[src/rtl/clk_div_pkg.sv]
// Shared constants for the clock divider bank.
package clk_div_pkg;

    localparam int unsigned DEFAULT_WIDTH = 32;

    localparam logic MODE_TOGGLE = 1'b0;
    localparam logic MODE_PULSE  = 1'b1;

endpackage

[src/rtl/clk_div_channel.sv]
// One divider channel: counter, shadow/active divisor, toggle or strobe output.
module clk_div_channel
    import clk_div_pkg::*;
#(
    parameter int unsigned WIDTH     = DEFAULT_WIDTH,
    parameter int unsigned DIV_RESET = 1
) (
    input  logic             clk,
    input  logic             rst_n,
    input  logic             en,
    input  logic             mode,
    input  logic [WIDTH-1:0] divisor,
    input  logic             load,
    input  logic             sync,
    output logic             clk_out,
    output logic             tick,
    output logic [WIDTH-1:0] count,
    output logic             pending
);

    logic [WIDTH-1:0] active_div;
    logic [WIDTH-1:0] shadow_div;
    logic             mode_r;

    logic [WIDTH-1:0] count_n;
    logic [WIDTH-1:0] active_n;
    logic [WIDTH-1:0] shadow_n;
    logic             clk_out_n;
    logic             tick_n;
    logic             pending_n;
    logic             mode_n;
    logic             terminal_c;

    // >= keeps the channel wrapping even if a direct load shrank the divisor below a held count
    assign terminal_c = en && (count >= active_div);

    always_comb begin
        count_n   = count;
        active_n  = active_div;
        shadow_n  = shadow_div;
        clk_out_n = clk_out;
        tick_n    = 1'b0;
        pending_n = pending;
        mode_n    = mode_r;

        if (sync) begin
            count_n   = '0;
            clk_out_n = 1'b1;
            mode_n    = mode;
            pending_n = 1'b0;
            if (load) begin
                active_n = divisor;
                shadow_n = divisor;
            end else if (pending) begin
                active_n = shadow_div;
            end
        end else begin
            if (load && (terminal_c || !en)) begin
                active_n  = divisor;
                shadow_n  = divisor;
                pending_n = 1'b0;
            end else if (load) begin
                shadow_n  = divisor;
                pending_n = 1'b1;
            end else if (terminal_c && pending) begin
                active_n  = shadow_div;
                pending_n = 1'b0;
            end

            // mode is only sampled at the wrap so the output level never glitches mid-period
            if (terminal_c) begin
                count_n   = '0;
                tick_n    = 1'b1;
                mode_n    = mode;
                clk_out_n = (mode == MODE_PULSE) ? 1'b1 : ~clk_out;
            end else if (en) begin
                count_n = count + WIDTH'(1);
                if (mode_r == MODE_PULSE) begin
                    clk_out_n = 1'b0;
                end
            end
        end
    end

    always_ff @(posedge clk or negedge rst_n) begin
        if (!rst_n) begin
            count      <= '0;
            active_div <= WIDTH'(DIV_RESET);
            shadow_div <= WIDTH'(DIV_RESET);
            clk_out    <= 1'b1;
            tick       <= 1'b0;
            pending    <= 1'b0;
            mode_r     <= MODE_TOGGLE;
        end else begin
            count      <= count_n;
            active_div <= active_n;
            shadow_div <= shadow_n;
            clk_out    <= clk_out_n;
            tick       <= tick_n;
            pending    <= pending_n;
            mode_r     <= mode_n;
        end
    end

endmodule

[src/rtl/clk_div_bank.sv]
// Bank of independent programmable clock dividers sharing one input clock.
module clk_div_bank
    import clk_div_pkg::*;
#(
    parameter int unsigned CHANNELS  = 4,
    parameter int unsigned WIDTH     = DEFAULT_WIDTH,
    parameter int unsigned DIV_RESET = 1
) (
    input  logic                      CLK_IN,
    input  logic                      RESET_N,
    input  logic [CHANNELS-1:0]       EN,
    input  logic [CHANNELS-1:0]       MODE,
    input  logic [CHANNELS*WIDTH-1:0] DIVISOR,
    input  logic [CHANNELS-1:0]       LOAD,
    input  logic                      SYNC,
    output logic [CHANNELS-1:0]       CLK_OUT,
    output logic [CHANNELS-1:0]       TICK,
    output logic [CHANNELS*WIDTH-1:0] CLK_COUNT,
    output logic [CHANNELS-1:0]       PENDING
);

    for (genvar i = 0; i < CHANNELS; i++) begin : g_ch
        clk_div_channel #(
            .WIDTH     (WIDTH),
            .DIV_RESET (DIV_RESET)
        ) u_ch (
            .clk     (CLK_IN),
            .rst_n   (RESET_N),
            .en      (EN[i]),
            .mode    (MODE[i]),
            .divisor (DIVISOR[i*WIDTH +: WIDTH]),
            .load    (LOAD[i]),
            .sync    (SYNC),
            .clk_out (CLK_OUT[i]),
            .tick    (TICK[i]),
            .count   (CLK_COUNT[i*WIDTH +: WIDTH]),
            .pending (PENDING[i])
        );
    end

endmodule

[config.mk]
export PLATFORM = sky130hd
export DESIGN_NAME = clk_div_bank
export DESIGN_NICKNAME = d
export VERILOG_FILES = /design/src/rtl/clk_div_pkg.sv /design/src/rtl/clk_div_channel.sv /design/src/rtl/clk_div_bank.sv
export SDC_FILE = /design/constraint.sdc
export NUM_CORES = 1
export LEC_CHECK = 0
export ABC_AREA = 1
export CAP_MARGIN = 0
export CORE_ASPECT_RATIO = 1.25
export CORE_MARGIN = 8
export CORE_UTILIZATION = 38
export DETAILED_ROUTE_END_ITERATION = 12
export PLACE_DENSITY_LB_ADDON = 0.12
export SYNTH_ARGS = -nofsm -noshare
export SYNTH_HDL_FRONTEND = slang
export SYNTH_SLANG_ARGS = --single-unit
export TNS_END_PERCENT = 10
[constraint.sdc]
create_clock -name CLK_IN -period 2.65 [get_ports CLK_IN]
set_clock_uncertainty 0.2 [all_clocks]
set_input_delay 0.265 -clock CLK_IN [delete_from_list [all_inputs] [get_ports CLK_IN]]
set_output_delay 0.265 -clock CLK_IN [all_outputs]
set_load 0.02 [all_outputs]
* After elaboration in Yosys (flattened, before gate mapping)
Index checks and enable logic that the tools add are counted.
Operators by class: magnitude comparators 4, divide/modulo/power cells 0, $add $sub $neg 4, multipliers 0, multiplexer cells 100, eq/ne operators 8, reductions and logical operators 48, bitwise logic cells 4, shifts and indexed selects 0
Operators with widths (number):
- $mux 32 | 48
- $add 32x1->32 const B | 4
- $ge 32x32->1 | 4
- $mux 1 | 52
- $reduce_bool 3->1 | 12
- $reduce_bool 4->1 | 4
- $logic_and 1x1->1 | 12
- $ne 3x1->1 const B | 4
- $ne 3x2->1 const B | 4
- $reduce_and 3->1 | 4
- $reduce_and 2->1 | 4
- $reduce_bool 2->1 | 4
- $logic_not 1->1 | 4
- $logic_or 1x1->1 | 4
- $not 1->1 | 4
Storage, ports and cells: input port bits 143, output and inout bits 140, memories kept 0, register bits 400, word-level logic and storage cells 196, memory bits (writable) 0, latch bits 0, memory bits (read-only) 0

* Depth between registers and ports, before layout
Gate-level depths: netlist (run 1).
depth in word-level cells 7, mapped depth 20

* Cells and area by module
Synthesis (run 1) repeated with hierarchy kept, for this count alone.
Unflattened totals: cells, all modules 3445, area, all modules 24925.2 µm²
Modules (own cells, without submodules):
- clk_div_channel at g_ch[0].u_ch ... | times used 3, cells an instance 863, area each 6261.0 µm², sequential area each 2506.2 µm²
- clk_div_channel at g_ch[3].u_ch | times used 1, cells an instance 856, area each 6142.1 µm², sequential area each 2506.2 µm²

* Least setup slack after synthesis (run 1)
OpenSTA, ideal clock, no wires.
path type flip-flop to flip-flop, start register g_ch[3].u_ch.count[21], end register g_ch[3].u_ch.active_div[10], data arrival time 2074 ps, cell stages (with the launch flop) 14, path slack 260 ps, data required time 2334 ps, setup time 116 ps, path through dfrtp_1 -> ha_1 -> a21o_1 -> nand3_1 -> nand3_1 -> a21oi_1 -> nand3_2 -> nand2_2 -> nand3_1 -> nand2_2 -> inv_2 -> buf_4 -> nand2_1 -> nand2_1
Between the ends: cells in the longest elaborated chain, start to end 6, elaborated cells on any way between the ends 10
RTL lines:
- start, declared | line clk_div_channel.sv:17 | output logic [WIDTH-1:0] count,
- start signal, assigned | line clk_div_channel.sv:95 | count <= count_n;
- $ge 32x32->1 (*) | line clk_div_channel.sv:35 | assign terminal_c = en && (count >= active_div);
- $logic_and 1x1->1 (*) | line clk_div_channel.sv:35
- $logic_or 1x1->1 | line clk_div_channel.sv:58 | if (load && (terminal_c || !en)) begin
- $logic_and 1x1->1 | line clk_div_channel.sv:58
- $ne 3x1->1 (no line), or another cell as far along
- $reduce_and 3->1 (no line) or $mux 32 (tied branches)
- end signal, assigned | line clk_div_channel.sv:88 | active_div <= WIDTH'(DIV_RESET);
- end signal, assigned | line clk_div_channel.sv:96 | active_div <= active_n;
- end, declared | line clk_div_channel.sv:21 | logic [WIDTH-1:0] active_div;
Mark *: on every way between the ends. The rest lies on a longest branch, timed or not. A chain may end at the register's enable or synchronous reset.

* Final worst setup path (run 1)
start register g_ch[1].u_ch.count[15], end register g_ch[1].u_ch.active_div[29]
Between the ends: cells in the longest elaborated chain, start to end 6, elaborated cells on any way between the ends 10
RTL lines (line):
- start, declared | clk_div_channel.sv:17
- start signal, assigned | clk_div_channel.sv:95
- $ge 32x32->1 (*) | clk_div_channel.sv:35
- $logic_and 1x1->1 (*) | clk_div_channel.sv:35
- $logic_or 1x1->1 | clk_div_channel.sv:58
- $logic_and 1x1->1 | clk_div_channel.sv:58
- $ne 3x1->1 (no line), or another cell as far along
- $reduce_and 3->1 (no line) or $mux 32 (tied branches)
- end signal, assigned | clk_div_channel.sv:88
- end signal, assigned | clk_div_channel.sv:96
- end, declared | clk_div_channel.sv:21
Marked as above.

==> results of run 1 <==
metal layers:
metal	global-route usage, %	vias up
li1	-	11600
met1	26.5	10100
met2	31.5	464
met3	3.66	121
met4	6.36	4
met5	0	-
cell families (layout without fill, tap and decap cells):
group,after synthesis,count (layout),share of synthesized area [%]
xor+xnor,79,79,2.81
simple gates,1866,1866,31.8
flops,400,400,40.7
other cells,0,1,0
fa+ha+maj,132,132,6.71
compound gates,313,313,6.84
buf+inv,693,1112,11.1
critical path, cell delays in order (launching register included):
cell	delay [ns]
dfrtp_1	0.43
ha_1	0.33
a21o_1	0.18
nor2_1	0.10
nand2_1	0.06
nor2_1	0.07
nand2_1	0.08
nand2_2	0.10
nand3_4	0.10
nand2_4	0.10
nand3_1	0.08
nand2_2	0.13
inv_2	0.06
buf_12	0.15
nand2_1	0.09
nand2_1	0.05
state kept, by name, summed over array words and instances, names as in the netlist:
signal                flops
g_ch.u_ch.pending         4
g_ch.u_ch.mode_r          4
g_ch.u_ch.clk_out         4
g_ch.u_ch.tick            4
g_ch.u_ch.count         128
g_ch.u_ch.shadow_div    128
g_ch.u_ch.active_div    128
power by group:
part / internal, mW / total [mW] / switching (mW)
sequential: 6.66 / 6.91 / 0.251
clock: 4.19 / 6.89 / 2.70
combinational: 1.09 / 2.84 / 1.75
total: 11.9 / 16.6 / 4.70
cell usage in the layout, fill, tap and decap left out, types with 6 or more instances in the layout:
master	count
o21ai_0	185
nor2_1	177
nor2_2	18
nand2_1	1219
dfstp_2	12
clkbuf_1	11
inv_1	529
clkdlybuf4s50_1	276
a21oi_1	61
a21o_1	7
nor3_1	40
nand3_1	319
xnor2_1	12
nand4_1	37
o31ai_1	6
buf_12	22
o21a_1	7
o22ai_1	31
inv_2	9
clkbuf_16	49
nand2_2	20
clkinv_2	11
bufinv_16	6
ha_1	132
buf_4	175
xor2_1	67
clkbuf_8	8
dfrtp_1	385
what timing repair did:
item | in CTS | in global routing
endpoints found under the hold margin | 381 | 0
setup buffers | 0 | 4
gates resized for setup | 0 | 26
endpoints found under the setup margin | 0 | 116
hold buffers | 5 | 0
final timing paths:
path	from	to	slack [ns]
setup / recovery	g_ch[1].u_ch.count[15]$_DFFE_PN0P_	g_ch[1].u_ch.active_div[29]$_DFFE_PN0P_	0.20
hold / removal	MODE[3]	g_ch[3].u_ch.mode_r$_DFFE_PN0P_	0.05
setup reg to reg	g_ch[1].u_ch.count[15]$_DFFE_PN0P_	g_ch[1].u_ch.active_div[29]$_DFFE_PN0P_	0.20
hold reg to reg	g_ch[0].u_ch.active_div[0]$_DFFE_PN1P_	g_ch[0].u_ch.active_div[0]$_DFFE_PN1P_	0.27
max in group asynchronous	RESET_N	g_ch[2].u_ch.active_div[0]$_DFFE_PN1P_	1.37
min in group asynchronous	RESET_N	g_ch[2].u_ch.shadow_div[14]$_DFF_PN0_	0.07
cell type report:
cell class,count,share of cell area (%)
Clock inverter,19,0.799
Antenna cell,1,0.00799
Sequential cell,400,32.0
Multi-Input combinational cell,2390,38.1
Tap cell,848,3.39
Clock buffer,68,4.40
Timing Repair Buffer,485,14.8
Inverter,540,6.49
==> key figures, run 1 <==
Yosys
  • Most common cell in the netlist: nand2_1
  • Synth cell types: 47
  • Number of flops mapped to enable cells by yosys: 0
  • Synth Net Count: 3758
  • Top_reg_cell synth: dfrtp_1
  • Share of the synthesized area in the top cell type: 39.5%
  • Synth async-reset ratio: 100%
  • Synth Instances: 3483
  • Synth top area cells: dfrtp_1 39%, nand2_1 19%, inv_1 8.1%
  • Post-synthesis area per instance: 7.06 um2
  • Mapped Area: 0.0246 mm2
  • Yosys reg bits: 400
  • YS warnings: 0
  • Post-synthesis sequential area ratio: 40.7%
  • Cell taking the most area after synthesis: dfrtp_1
  • Top post-synthesis cells by count: 1224 x nand2_1, 530 x inv_1, 388 x dfrtp_1

Clock network
  • Reg clk slew, reported paths: 0.06 ns
  • CTS tree: yes
  • Clk sinks: 400
  • TritonCTS Buffers: 47
  • Clk buf depth: 3
  • Clk_lat worst skew: 0.58 ns
  • Root Buffer: clkbuf_16
  • Htree depth: 2

Critical path
  • CP Max Fanout: 24
  • Req. time, crit path: 2.91 ns
  • Critical path endpoint category: flop
  • CP Class: reg2reg
  • WP data arrival: 2.70 ns
  • Crit start category: flop
  • Worst reg-to-reg path cell count: 15

Timing
  • RSZ-0062 raised after global routing: true
  • Fin worst setup slack: 0.204 ns
  • Period utilization: 92.3%
  • Fmax: 409 MHz
  • Minimum clock period: 2.45 ns
  • Final setup violation count: 0
  • Least-Margin Pin Slew: 0.604 ns
  • Slew Limit Headroom: 59.7%
  • Final Hold Viols: 0
  • Setup TNS: 0 ns
  • Pins Over Slew Limit: 0
  • WHS: 0.0524 ns

Floorplanning
  • Die Width: 244 um
  • Area of the core: 0.0643 mm2
  • Core Rows: 104
  • Die Area: 0.0732 mm2
  • Initial core utilization: 38.3%
  • Die height: 300 um
  • I/O pin cnt: 283

Pwr
  • Overall power after layout: 16.6 mW
  • PD cells: 531 mW/mm2
  • Peak VDD IR: 0.000494 V
  • Leakage power total: 16.3 nW

Finish
  • Multi-input combinational cell area: 0.0119 mm2
  • Area growth from synthesis to layout: 27.3%
  • FF+latch area: 0.0100 mm2
  • Final core occ: 48.7%
  • Design area: 0.0313 mm2
  • Non-filler cells, final: 4751
  • Fillers: 6484
  • Fraction of layout cells with a size suffix above 1: 9.51%
  • Nets: 4139

Detailed routing
  • Final wirelength: 72600 um
  • Routed vias: 22300
  • Drt drc: 0
  • M1 wire length: 33800 um
  • Post-route ant nets: 0
  • Met2 WL: 32800 um
  • Wire length per cell: 15.3 um
  • First-pass DRT Iterations: 5
  • Via density: 4.69
  • Routed wl met3: 3690 um
  • Drt initial violations: 1306
  • Top Layer Used: met5

Placed design
  • Detailed Place HPWL: 53600 um
  • Place WS: 0.132 ns
  • Routability congestion estimate: 0.864
  • DP Area: 0.0295 mm2
  • Post-placement cell count: 4654
  • Port Buffers: 282

Flow run
  • Max-cap violations: 0

GRT
  • GRT overflow: 0
  • GRT Util Overall: 19.6%
  • Global-route wire length before repair: 118000 um
  • Vias in the first global route: 21700
  • Largest net degree at the start of global routing: 62
  • Initial antenna violation count: 4

Hold path
  • Hold Crit Class: in2reg
  • Worst hold path depth: 3

Status
  • Status: finished clean
No activity file was read; power rests on OpenSTA's default activity.
==> run 2, diff against run 1 <==
--- a/config.mk
+++ b/config.mk
@@ -11,7 +11,7 @@
 export CORE_MARGIN = 8
 export CORE_UTILIZATION = 38
 export DETAILED_ROUTE_END_ITERATION = 12
-export PLACE_DENSITY_LB_ADDON = 0.12
+export PLACE_DENSITY = 0.7
 export SYNTH_ARGS = -nofsm -noshare
 export SYNTH_HDL_FRONTEND = slang
 export SYNTH_SLANG_ARGS = --single-unit
==> key figures, run 2 (same netlist as run 1, synthesis figures left out) <==
Finish
  • Nets: 4140
  • Non-filler cells, final: 4746
  • Fraction of layout cells with a size suffix above 1: 9.54%
  • Diode count: 0
  • Biggest regs: g_ch.u_ch.active_div: 128 flops, g_ch.u_ch.count: 128 flops, g_ch.u_ch.shadow_div: 128 flops
  • Most frequent cells in the layout: 1223 x nand2_1, 529 x inv_1, 382 x dfrtp_1, 319 x nand3_1, 276 x clkdlybuf4s50_1
  • Design area: 0.0311 mm2
  • Area growth from synthesis to layout: 26.6%
  • Fillers: 6269
  • Most common cell after layout, fill and taps aside: nand2_1

Placed design
  • Detailed Place HPWL: 54100 um
  • DP Area: 0.0295 mm2
  • Post-placement cell count: 4660
  • Port Buffers: 282
  • Routability congestion estimate: 0.894

Critical path
  • CP Max Fanout: 4
  • Req. time, crit path: 2.94 ns
  • CP Class: reg2reg
  • Worst reg-to-reg setup slack: 0.17 ns
  • Worst reg-to-reg path cell count: 13
  • WP data arrival: 2.76 ns
  • Crit start category: flop
  • Critical path endpoint category: flop

GRT
  • GRT Util Overall: 19.2%
  • GRT overflow: 0
  • Initial antenna violation count: 1
  • Global-route wire length before repair: 117000 um
  • Largest net degree at the start of global routing: 70
  • Vias in the first global route: 22000

Detailed routing
  • Final wirelength: 71700 um
  • Drt drc: 0
  • First-pass DRT Iterations: 7
  • Drt initial violations: 1437
  • Post-route ant nets: 0
  • Routed vias: 22800
  • Wire length per cell: 15.1 um
  • Via density: 4.79

Pwr
  • Peak VDD IR: 0.000414 V
  • Leakage power total: 16.2 nW
  • Overall power after layout: 16.3 mW
  • PD cells: 523 mW/mm2

Timing
  • Pins Over Slew Limit: 0
  • Final Hold Viols: 0
  • Final setup violation count: 0
  • Period utilization: 93.5%
  • Slew Limit Headroom: 55.9%
  • Least-Margin Pin Slew: 0.661 ns
  • Minimum clock period: 2.48 ns
  • Setup TNS: 0 ns
  • RSZ-0062 raised after global routing: true
  • Fmax: 404 MHz

Clock network
  • Htree depth: 2
  • Clk buf depth: 3
  • Root Buffer: clkbuf_16
  • Reg clk slew, reported paths: 0.06 ns
  • TritonCTS Buffers: 45
  • CTS tree: yes
  • Clk sinks: 400
  • Clk_lat worst skew: 0.57 ns

Floorplanning
  • Die Width: 244 um
  • I/O pin cnt: 283
  • Initial core utilization: 38.3%
  • Area of the core: 0.0643 mm2
  • Core Rows: 104
  • Die height: 300 um
  • Die Area: 0.0732 mm2

Flow run
  • Max-cap violations: 0

Hold path
  • Hold Crit Class: in2reg
  • Worst hold path depth: 3

Status
  • Status: finished clean
[run 2: worst max-delay path, stage by stage, from the launching register on]
cell	delay, ns
dfrtp_2	0.44
ha_1	0.31
nand2_1	0.08
nor2_2	0.13
nand4_1	0.18
nor2_1	0.16
nand2_1	0.09
nand2_1	0.09
nand2_1	0.12
nand2_1	0.17
buf_4	0.17
nor2_1	0.05
o21ai_0	0.15
nand2_1	0.08
[run 2: timing repair]
| item | 4_1_cts | 5_1_grt |
|---|---|---|
| buffers inserted | 0 | 0 |
| endpoints found under the setup margin | 0 | 135 |
| hold buffers | 6 | 0 |
| gates resized for setup | 0 | 26 |
| hold endpoints to repair | 182 | 0 |
[run 2: cell type report]
cell class | instances | area (um2) | share of cell area [%]
multi-input combinational | 2390 | 11900 | 38.2
tap | 848 | 1060 | 3.41
clock inverter | 19 | 235 | 0.755
inverter | 540 | 2030 | 6.53
clock buffer | 61 | 1300 | 4.16
timing repair buffer | 488 | 4600 | 14.8
sequential | 400 | 10000 | 32.2
[run 2: routing by layer]
metal / vias to the layer above / GRT usage [%] / wire, um
met5: - / 0 / 9
met4: 2 / 6.09 / 2170
met3: 104 / 3.10 / 3350
met2: 468 / 33.9 / 35600
met1: 10600 / 23.7 / 30600
li1: 11600 / - / -
[run 2: worst paths after layout]
kind,from,to
setup / recovery,g_ch[2].u_ch.count[31]$_DFFE_PN0P_,g_ch[2].u_ch.clk_out$_DFFE_PN1P_
hold / removal,MODE[2],g_ch[2].u_ch.mode_r$_DFFE_PN0P_
setup reg to reg,g_ch[2].u_ch.count[31]$_DFFE_PN0P_,g_ch[2].u_ch.clk_out$_DFFE_PN1P_
hold reg to reg,g_ch[0].u_ch.active_div[0]$_DFFE_PN1P_,g_ch[0].u_ch.active_div[0]$_DFFE_PN1P_
max in group asynchronous,RESET_N,g_ch[3].u_ch.clk_out$_DFFE_PN1P_
min in group asynchronous,RESET_N,g_ch[1].u_ch.shadow_div[20]$_DFF_PN0_
[run 2: per-stage QoR]
stage                     util [%]  worst slack (ns)  hold WS [ns]
after CTS                     48.3            0.0774        0.0430
after global routing          48.5           -0.0247        0.0639
after detailed placement      45.9            0.0905         0.108
after floorplan                  -             0.260        -0.231
after global placement        45.9             0.179         0.106
final                         48.5             0.173        0.0795
[run 2: power by group]
part	leakage [nW]	internal [mW]	total [mW]	switching, mW
Clock	0.754	3.91	6.55	2.64
Sequential	5.11	6.66	6.92	0.260
Combinational	10.3	1.08	2.83	1.75
Total	16.2	11.7	16.3	4.65
==> patch, RTL diff (settings of run 2) <==
Set the package constant `DEFAULT_WIDTH` to 16 (it was 32).
--- a/src/rtl/clk_div_pkg.sv
+++ b/src/rtl/clk_div_pkg.sv
@@ -1,7 +1,7 @@
 // Shared constants for the clock divider bank.
 package clk_div_pkg;
 
-    localparam int unsigned DEFAULT_WIDTH = 32;
+    localparam int unsigned DEFAULT_WIDTH = 16;
 
     localparam logic MODE_TOGGLE = 1'b0;
     localparam logic MODE_PULSE  = 1'b1;
Interface: changed (resized CLK_COUNT and DIVISOR); port bits go from 283 to 155. No check against the original RTL was run, so the function may have changed too.
==> patch against run 2 <==
  * Cell count is 51% lower
  * Setup slack better by 21 ps
  * Combinational power is 42% lower
  * Sequential power is 47% lower
  * First-iteration DRC count is 64% lower
  * Sequential cell count is 192 lower
  * Power is 47% lower
  * Area after synthesis is 49% lower
  * Sequential share of layout area is 1.5 points higher
  * Non-clock buffer count is 290 lower
  * Critical path depth is 3 lower
  * Wire length is 55% lower
  * Cell area is 50% lower
  * Worst hold slack better by 29 ps
  * Critical path type unchanged
==> patch: results (changes against run 2) <==
| Metric | Value |
|---|---|
| Total track usage | `0.1663 (-0.02552)` |
| CTS Root Cell | `clkbuf_16` |
| Top cells by area, synth | `dfrtp_1, nand2_1, inv_1, ha_1, nand3_1` |
| Placed cells | `2266 (-51%)` |
| Top post-synthesis cells by count | `nand2_1, inv_1, dfrtp_1, nand3_1` |
| Final WL | `32.55 mm (-55%)` |
| Gate power share | `0.189 (+0.015)` |
| R2r setup slk | `190 ps (+20 ps)` |
| Routed length on met3 | `1.563 mm (-53%)` |
| Layout cells sized above 1 | `0.07867 (-0.01676)` |
| Routed metal-1 wire length | `13.95 mm (-54%)` |
| Post-Syn Instances | `1723 (-51%)` |
| DR iter-0 viols | `522 (-64%)` |
| Port bufs | `154 (-45%)` |
| Regs by FF count | `g_ch.u_ch.active_div: 64 flops, g_ch.u_ch.count: 64 flops, g_ch.u_ch.shadow_div: 64 flops` |
| Max Fanout on Critical Path | `9 (+5)` |
| Vias in the first global route | `11190 (-49%)` |
| VDD IR max | `0.5970 mV (+44%)` |
| Total power | `0.008673 W (-47%)` |
| DP Area | `14640 um2 (-50%)` |
| Power Clock | `0.00338 W (-48%)` |
| Status | `finished clean` |
| Nets@finish | `2023 (-51%)` |
| Crit path DAT | `2690 ps (-70 ps)` |
| Detailed placer's ending HPWL | `23.67 mm (-56%)` |
| Inserted Diodes | `0 (unchanged)` |
| Top layer in use | `met4` |
| Hold Path Class | `input pin to async pin` |
| Worst skew pair latency | `520 ps (-50 ps)` |
| CTS clk-pin slew, worst paths | `60 ps (about the same)` |
| CTS buffer count | `24 (-47%)` |
| Power Internal | `0.006169 W (-47%)` |
| Leakage | `8.034 nW (-50%)` |
| Crit path largest cell delay | `430 ps` |
| Post-Synth XOR/XNOR Area | `0.02156 (-0.006564)` |
| Post-synth net total | `1870 (-50%)` |
| Post-synthesis adder-cell area fraction | `0.06756 (+0.0004297)` |
| Critical path origin | `g_ch[3].u_ch.count[11]$_DFFE_PN0P_` |
| Largest net degree at the start of global routing | `63 (-10%)` |
| Delay-heaviest family, CP | `compound AO/OA/AOI/OAI gates` |
| Hold_ws | `108.4 ps (+28.91 ps)` |
| Setup WS pre-CTS | `142.2 ps (+51.72 ps)` |
| Hold Buf Count CTS | `2 (-4)` |
| Post-synth cell types | `46 (-2.1%)` |
| GPL Wtd Cong | `0.8768 (-1.9%)` |
| Termination of the worst setup path | `g_ch[3].u_ch.count[10]$_DFFE_PN0P_` |
| Max Fclk | `407.2 MHz (+0.87%)` |
| Initial antenna violation count | `0 (-1)` |
| Routed WL per cell | `14.08 um (-6.8%)` |
| Slew HR | `0.6030 (+0.04361)` |
| Worst R2R Path Depth | `10 (-3)` |
| Max clock buf depth | `3 (unchanged)` |
| Slowest CP cell | `dfrtp_1` |
| WL met2 | `16.29 mm (-54%)` |
| Via/cell ratio | `4.865 (+1.5%)` |
| First drt pass iteration count | `5 (-2)` |
| Compound-gate portion of the synthesized area | `0.06726 (-0.001140)` |
| First-pass GRT wire length | `54.47 mm (-53%)` |
| Register area share after synthesis | `0.4145 (+0.007040)` |
| H-tree Lvls | `1 (-1)` |
==> patch: cell types whose count changed after synthesis, sizes merged, moves of 59 or more <==
| cell | delta |
|---|---|
| nor2 | -100 |
| nand3 | -161 |
| ha | -64 |
| inv | -266 |
| o21ai | -96 |
| clkbuf | -59 |
| nand2 | -640 |
| dfrtp | -192 |
==> patch: final cells by class <==
cell class / count / area, um2
clock inverters: 5 / 50.05
multi-input cells: 1171 / 5951
fillers: 3205 / 17210
repair buffers: 198 / 1938
clock buffers: 39 / 758.2
inverters: 273 / 1033
well taps: 418 / 523.0
flip-flops and latches: 208 / 5220
==> patch: metal layers <==
layer / GRT usage / up-vias
li1: - / 5682
met1: 0.2027 / 5302
met2: 0.2963 / 213
met3: 0.02500 / 51
met4: 0.05023 / 0
met5: 0 / -
==> patch: cell families after synthesis <==
kind of cell,Yosys count
AO/OA/AOI/OAI,160
XOR/XNOR,31
adder cells (fa/ha/maj),68
buffers and inverters,344
flip-flops,208
AND/OR/NAND/NOR,912
